`src/rtl/button_conditioner.sv`:
```
`default_nettype none
// ============================================================================
//  Module   : button_conditioner
//  Purpose  : Synchronise, debounce and edge-detect push buttons. Each event
//             sets a sticky pending flag that a slow consumer clears with
//             evt_ack. Optional auto-repeat is built when AUTO_REPEAT_EN is
//             defined.
//  Revision : 1.0  initial release
// ============================================================================

module button_conditioner #(
    parameter int N_BTN          = 4,
    parameter int DB_CYCLES      = 500000,
    parameter int REPEAT_DELAY   = 25000000,
    parameter int REPEAT_PERIOD  = 5000000,
    parameter int BTN_ACTIVE_LOW = 0
) (
    input  logic             CLK,
    input  logic             reset,
    input  logic [N_BTN-1:0] btn_raw,
    input  logic [N_BTN-1:0] evt_ack,
    output logic [N_BTN-1:0] btn_level,
    output logic [N_BTN-1:0] btn_press,
    output logic [N_BTN-1:0] evt_pend,
    output logic [N_BTN-1:0] evt_overrun
);

    localparam int               CNT_W     = (DB_CYCLES > 2) ? $clog2(DB_CYCLES) : 1;
    localparam logic [CNT_W-1:0] C_DB_LAST = CNT_W'(DB_CYCLES - 1);
    localparam logic             C_INVERT  = (BTN_ACTIVE_LOW != 0);

    localparam logic [1:0] ST_IDLE     = 2'd0;
    localparam logic [1:0] ST_PRESS_DB = 2'd1;
    localparam logic [1:0] ST_HELD     = 2'd2;
    localparam logic [1:0] ST_REL_DB   = 2'd3;

`ifdef AUTO_REPEAT_EN
    localparam int                HOLD_MAX = (REPEAT_DELAY > REPEAT_PERIOD) ? REPEAT_DELAY : REPEAT_PERIOD;
    localparam int                HOLD_W   = $clog2(HOLD_MAX + 1);
    localparam logic [HOLD_W-1:0] C_DELAY  = HOLD_W'(REPEAT_DELAY);
    localparam logic [HOLD_W-1:0] C_PERIOD = HOLD_W'(REPEAT_PERIOD);
`endif

    generate
        if (DB_CYCLES < 2 || REPEAT_DELAY < 1 || REPEAT_PERIOD < 1) begin : g_cfg_invalid
            $error("button_conditioner: timing parameters out of range");
        end
    endgenerate

    genvar gi;
    generate
        for (gi = 0; gi < N_BTN; gi++) begin : g_btn
            logic [1:0]       sync_q,  sync_d;
            logic [CNT_W-1:0] cnt_q,   cnt_d;
            logic [1:0]       state_q, state_d;
            logic             level_q, level_d;
            logic             press_q, press_d;
            logic             pend_q,  pend_d;
            logic             ovr_q,   ovr_d;
            logic             w_synced;
            logic             w_differ;
            logic             w_flip;
            logic             w_rise;
            logic             w_repeat;

            // Debounce counter and press/release state tracking
            always_comb begin
                sync_d   = {sync_q[0], btn_raw[gi]};
                w_synced = sync_q[1] ^ C_INVERT;
                w_differ = (w_synced != level_q);
                w_flip   = w_differ && (cnt_q == C_DB_LAST);
                w_rise   = w_flip && !level_q;
                cnt_d    = (w_differ && !w_flip) ? cnt_q + 1'b1 : '0;
                level_d  = level_q ^ w_flip;

                state_d = state_q;
                case (state_q)
                    ST_IDLE: begin
                        if (w_differ) state_d = ST_PRESS_DB;
                    end
                    ST_PRESS_DB: begin
                        if (!w_differ)  state_d = ST_IDLE;
                        else if (w_flip) state_d = ST_HELD;
                    end
                    ST_HELD: begin
                        if (w_differ) state_d = ST_REL_DB;
                    end
                    ST_REL_DB: begin
                        if (!w_differ)  state_d = ST_HELD;
                        else if (w_flip) state_d = ST_IDLE;
                    end
                    default: state_d = ST_IDLE;
                endcase
            end

`ifdef AUTO_REPEAT_EN
            logic [HOLD_W-1:0] hold_q, hold_d;
            logic [HOLD_W-1:0] w_hold_inc;
            logic              rep_q, rep_d;
            logic              w_counting;

            // Hold counter runs up to the delay once, then to the period repeatedly
            always_comb begin
                w_counting = (state_q == ST_HELD) && !w_differ;
                w_hold_inc = hold_q + 1'b1;
                w_repeat   = w_counting && (w_hold_inc == (rep_q ? C_PERIOD : C_DELAY));
                hold_d     = hold_q;
                rep_d      = rep_q;
                if (w_rise) begin
                    hold_d = '0;
                    rep_d  = 1'b0;
                end else if (w_repeat) begin
                    hold_d = '0;
                    rep_d  = 1'b1;
                end else if (w_counting) begin
                    hold_d = w_hold_inc;
                end
            end

            always_ff @(posedge CLK or negedge reset) begin
                if (!reset) begin
                    hold_q <= '0;
                    rep_q  <= 1'b0;
                end else begin
                    hold_q <= hold_d;
                    rep_q  <= rep_d;
                end
            end
`else
            assign w_repeat = 1'b0;
`endif

            // A fresh event outranks an ack arriving in the same cycle
            always_comb begin
                press_d = w_rise | w_repeat;
                pend_d  = press_q ? 1'b1 : (evt_ack[gi] ? 1'b0 : pend_q);
                ovr_d   = ovr_q | (press_q & pend_q);
            end

            always_ff @(posedge CLK or negedge reset) begin
                if (!reset) begin
                    sync_q  <= '0;
                    cnt_q   <= '0;
                    state_q <= ST_IDLE;
                    level_q <= 1'b0;
                    press_q <= 1'b0;
                    pend_q  <= 1'b0;
                    ovr_q   <= 1'b0;
                end else begin
                    sync_q  <= sync_d;
                    cnt_q   <= cnt_d;
                    state_q <= state_d;
                    level_q <= level_d;
                    press_q <= press_d;
                    pend_q  <= pend_d;
                    ovr_q   <= ovr_d;
                end
            end

            assign btn_level[gi]   = level_q;
            assign btn_press[gi]   = press_q;
            assign evt_pend[gi]    = pend_q;
            assign evt_overrun[gi] = ovr_q;
        end
    endgenerate

endmodule

`default_nettype wire

```
`config.mk`:
```
export PLATFORM = sky130hd
export DESIGN_NAME = button_conditioner
export DESIGN_NICKNAME = d
export VERILOG_FILES = /design/src/rtl/button_conditioner.sv
export SDC_FILE = /design/constraint.sdc
export NUM_CORES = 1
export LEC_CHECK = 0
export BUFFER_PORTS_ARGS = -buffer_cell sky130_fd_sc_hd__buf_2
export CORE_MARGIN = 1.5
export CORE_UTILIZATION = 40
export DETAILED_ROUTE_END_ITERATION = 7
export GPL_ROUTABILITY_DRIVEN = 0
export SLEW_MARGIN = 20
export SYNTH_ARGS = -nofsm -noshare
export SYNTH_HDL_FRONTEND = slang
export SYNTH_SLANG_ARGS = --single-unit
```
`constraint.sdc`:
```
create_clock -name CLK -period 2.44 [get_ports CLK]
set_input_delay 0.244 -clock CLK [delete_from_list [all_inputs] [get_ports CLK]]
set_output_delay 0.244 -clock CLK [all_outputs]
set_load 0.02 [all_outputs]
```
# After elaboration in Yosys (flattened, before gate mapping)
# Cells that the tools add are included.
[word_totals]
register_bits = 100
wordCells = 84
[op_classes]
n_eq_ne = 8
bitwise = 12
addsub = 4
reduce_logical = 24
mux = 12
[op_table]
columns = ["op", "count"]
rows = [
  ["19-bit by 1-bit adder with 19-bit output (second input constant)", 4],
  ["19-bit equality test (second input constant)", 4],
  ["19-bit 2-to-1 mux", 4],
  ["1-bit logical AND", 12],
  ["1-bit zero test", 8],
  ["1-bit 2-to-1 mux", 8],
  ["2-bit nonzero test", 4],
  ["1-bit AND", 4],
  ["1-bit inequality test", 4],
  ["1-bit bitwise OR", 4],
  ["1-bit XOR", 4],
]

# Longest topological paths before layout
[depth]
word_depth = 5
mapped_depth = 6

# Least setup slack after synthesis
# No wires, ideal clock.
[synth_timing]
path_type = "register to register"
startpoint = "register g_btn[3].cnt_q[0]"
endpoint = "register g_btn[3].cnt_q[10]"
setup_ps = 132
t_arrival_ps = 1873
t_required_ps = 2308
path_stages_with_launch = 7
slack_ps = 435
n_path_buf = 1
period_less_slack_ps = 2005
cell_sequence = "dfrtp_1 > ha_1 > and4_1 > nand3_1 > o31ai_2 > clkbuf_1 > nor2_1"
[synth_via]
elab_chain_cells = 5
[synth_rtl]
columns = ["element", "line", "source"]
rows = [
  ["start: declaration", "54", "logic [CNT_W-1:0] cnt_q, cnt_d;"],
  ["start signal: assignment", "151", "cnt_q <= cnt_d;"],
  ["parallel branches: the longest is 4 deep, another holds 19-bit by 1-bit adder with 19-bit output", "--", ""],
  ["19-bit 2-to-1 mux *", "73", "cnt_d = (w_differ && !w_flip) ? cnt_q + 1'b1 : '0;"],
  ["net g_btn[3].cnt_d[10]", "54", ""],
]
# Mark *: on every way through the listed nets, which the timed path passes.
# A chain may end at the register's enable or synchronous reset.

# Worst setup path after layout
[layout_timing]
startpoint = "register g_btn[0].cnt_q[8]"
endpoint = "register g_btn[0].cnt_q[17]"
[layout_via]
elab_chain_cells = 5
[layout_rtl]
columns = ["element", "line"]
rows = [
  ["start: declaration", "54"],
  ["start signal: assignment", "151"],
  ["parallel branches: the longest is 4 deep, another holds 19-bit by 1-bit adder with 19-bit output", "--"],
  ["19-bit 2-to-1 mux *", "73"],
  ["net g_btn[0].cnt_d[17]", "54"],
]
# Marks and branches as above.

==> results.py <==
metrics = {
    "clock_tree": {
        "cts_buffer_depth": 2,
        "cts_setup_buffers": 0,
        "htreeDepth": 3,
        "clk_pin_slew_ns": 0.06,
        "tritoncts": "built",
        "clock_latency_ns": 0.34,
        "cts_buffers": 9,
        "cts_root_buf": "clkbuf_16",
        "clock_sinks": 100,
    },
    "placed_design": {
        "hpwl_um": 5479,
        "io_buffers": 25,
        "dp_slack_ns": 0.4430,
    },
    "synthesis": {
        "yosysSeqAreaShare_pct": 53.29,
        "synthCells": 457,
        "synth_edf_count": 0,
        "synth_cell_types": 41,
        "synth_area_leaders": "dfrtp_1 53%, xor2_1 6.7%, nor2_1 5.2%",
        "synth_nets": 471,
        "synth.cell_area_um2": 4696,
        "async_reset_ff_share_pct": 100.0,
        "synth_top_area_cell": "dfrtp_1",
        "synth_flop_cell": "dfrtp_1",
        "synth_area_per_cell_um2": 10.28,
        "yosys_register_bits": 100,
        "synth_top_cell_area_share_pct": 53.29,
        "synth_warnings": 0,
    },
    "grt": {
        "grt_max_degree": 59,
        "grt_pass1_vias": 3193,
        "top_usage_layer": "met2",
        "met3_usage_pct": 2.667,
        "grt_use_total_pct": 14.32,
        "antenna_found_initial": 0,
        "grt-ovfl-total": 0,
        "grtUsageMet2_pct": 23.19,
        "use_met1_pct": 18.87,
        "grt_pass1_wl_um": 14660,
    },
    "timing": {
        "worstMarginPinSlew_ns": 0.7579,
        "finalMaxSlewViolations": 0,
        "hold_viol": 56,
        "worst_slack_ns": 0.4407,
        "fin_crit_ns": 1.999,
        "fin_skew_ns": 0.007061,
        "relSlewSlack_pct": 49.47,
        "final.period_utilization_pct": 81.94,
        "setup_tns_ns": 0,
        "setup_viol": 0,
        "rsz0062_at_grt": "false",
        "clock.fmax_ghz": 0.5002,
        "whs_ns": -0.01805,
    },
    "floorplanning": {
        "fp.dieH_um": 111.4,
        "coreArea_um2": 11420,
        "die_w_um": 111.4,
        "rows": 39,
        "initial_core_util_pct": 41.12,
        "dieArea_um2": 12400,
        "ioPinCount": 26,
    },
    "run_status": {
        "violations": "hold timing",
        "outcome": "finished with violations",
    },
    "drt": {
        "wire_per_inst_um": 13.03,
        "dr.pass1.iters": 4,
        "drt_iter0_markers": 123,
        "drt-vias-per-instance": 5.203,
        "drt_wl_total_um": 8103,
        "ant_nets": 0,
        "via_count": 3236,
        "drc_errors": 0,
    },
    "critical_path": {
        "crit_required_ns": 2.70,
        "r2r_cells": 4,
        "crit_fanout": 8,
        "path_class": "reg2reg",
        "critPathArrivalTime_ns": 2.26,
        "cp-end-kind": "register",
        "cp-start-kind": "register",
    },
    "run": {
        "drv_cap": 0,
    },
    "power_and_ir_drop": {
        "p_leak_uw": 0.002307,
        "power.total_uw": 3099,
        "p_per_area_nw_per_um2": 597.2,
        "ir_worst_vdd_v": 0.0003824,
    },
    "layout": {
        "utilization_pct": 45.44,
        "fin_nets": 489,
        "fillers": 1082,
        "area_growth_pct": 10.50,
        "drive_gt1_share_pct": 11.06,
        "layout_commonest_cell": "dfrtp_1",
        "diodes": 0,
        "final_cell_mix": "100 x dfrtp_1, 65 x nor2_1, 36 x xor2_1",
    },
    "min_path": {
        "min_path_type": "in2async",
    },
}
[state kept, by name, indices dropped and copies added (netlist names), named ones only]
signal,count
g_btn.cnt_q,76
g_btn.ovr_q,4
g_btn.pend_q,4
g_btn.press_q,4
g_btn.sync_q,8
[metal layers]
layer	share of wire, %	vias to the layer above	wire length [um]
met2	46	43	3734
met3	2.7	13	215
met4	2.0	0	159
met1	49	1544	3994
met5	0	-	0
li1	-	1636	-
[kinds of logic after synthesis]
logic type | Yosys count | share of synthesized area [%]
fa+ha+maj | 4 | 1.066
xor+xnor | 53 | 9.885
compound gates | 51 | 6.581
buf+inv | 41 | 4.583
mux | 3 | 0.7194
simple gates | 205 | 23.87
flops | 100 | 53.29
[metrics by stage]
step                std cells  cell area, um^2
finish                    622             5189
global route              622             5189
CTS                       622             5189
detailed placement        605             4901
global placement          605             4901
floorplan                 457             4696
[report_power, final]
group          internal, uW  leakage [uW]  total (uW)  switching [uW]
combinational          34.7      0.000800         107            72.3
clock                   708      0.000138        1290             583
sequential             1680       0.00137        1700            20.4
total                  2420       0.00231        3100             676
[final timing paths]
kind / startpoint / end / slack (ns)
max: g_btn[0].cnt_q[8] / g_btn[0].cnt_q[17] / 0.44
min: reset / g_btn[2].press_q / -0.02
max reg2reg: g_btn[0].cnt_q[8] / g_btn[0].cnt_q[17] / 0.44
min reg2reg: g_btn[1].sync_q[0] / g_btn[1].sync_q[1] / 0.35
max in group asynchronous: reset / g_btn[3].press_q / 1.76
min in group CLK: btn_raw[0] / g_btn[0].sync_q[0] / 0.03
[cell usage after synthesis, types with 2 or more instances]
master,count
dfrtp_1,100
nor2_1,65
xor2_1,36
nand4_1,25
nand3_1,24
nand2_1,21
a21oi_1,19
xnor2_1,17
buf_4,16
inv_1,15
and4_1,11
o21ai_0,11
or3_1,10
clkbuf_1,9
a21o_1,8
nor4_1,8
nor3_1,7
or4_1,7
o31ai_1,6
ha_1,4
nor4b_1,4
and3_1,3
and4b_1,3
o21ai_1,3
or2_1,3
and2_1,2
mux2_2,2
nor3b_1,2
nor4bb_1,2
o41ai_1,2
or4b_1,2
[what timing repair did]
item | CTS | global route
gates resized for setup | 0 | 0
endpoints found under the hold margin | 2 | 0
hold buffers | 2 | 0
[critical path: stages, from the launching register on]
cell and delay, ns:
dfrtp_1 0.45, nand4_2 0.18, or4_1 0.65, or4_1 0.50, a21oi_1 0.14
[layout make-up]
class | count | area (um^2) | share of cell area, %
multi-input combinational | 316 | 1978 | 38.12
timing repair buffer | 33 | 205.2 | 3.955
clock buffer | 10 | 239.0 | 4.606
clock inverter | 5 | 28.78 | 0.5546
inverter | 15 | 56.30 | 1.085
tap | 143 | 178.9 | 3.448
sequential | 100 | 2502 | 48.23
Power figures use the tool's default switching activity.
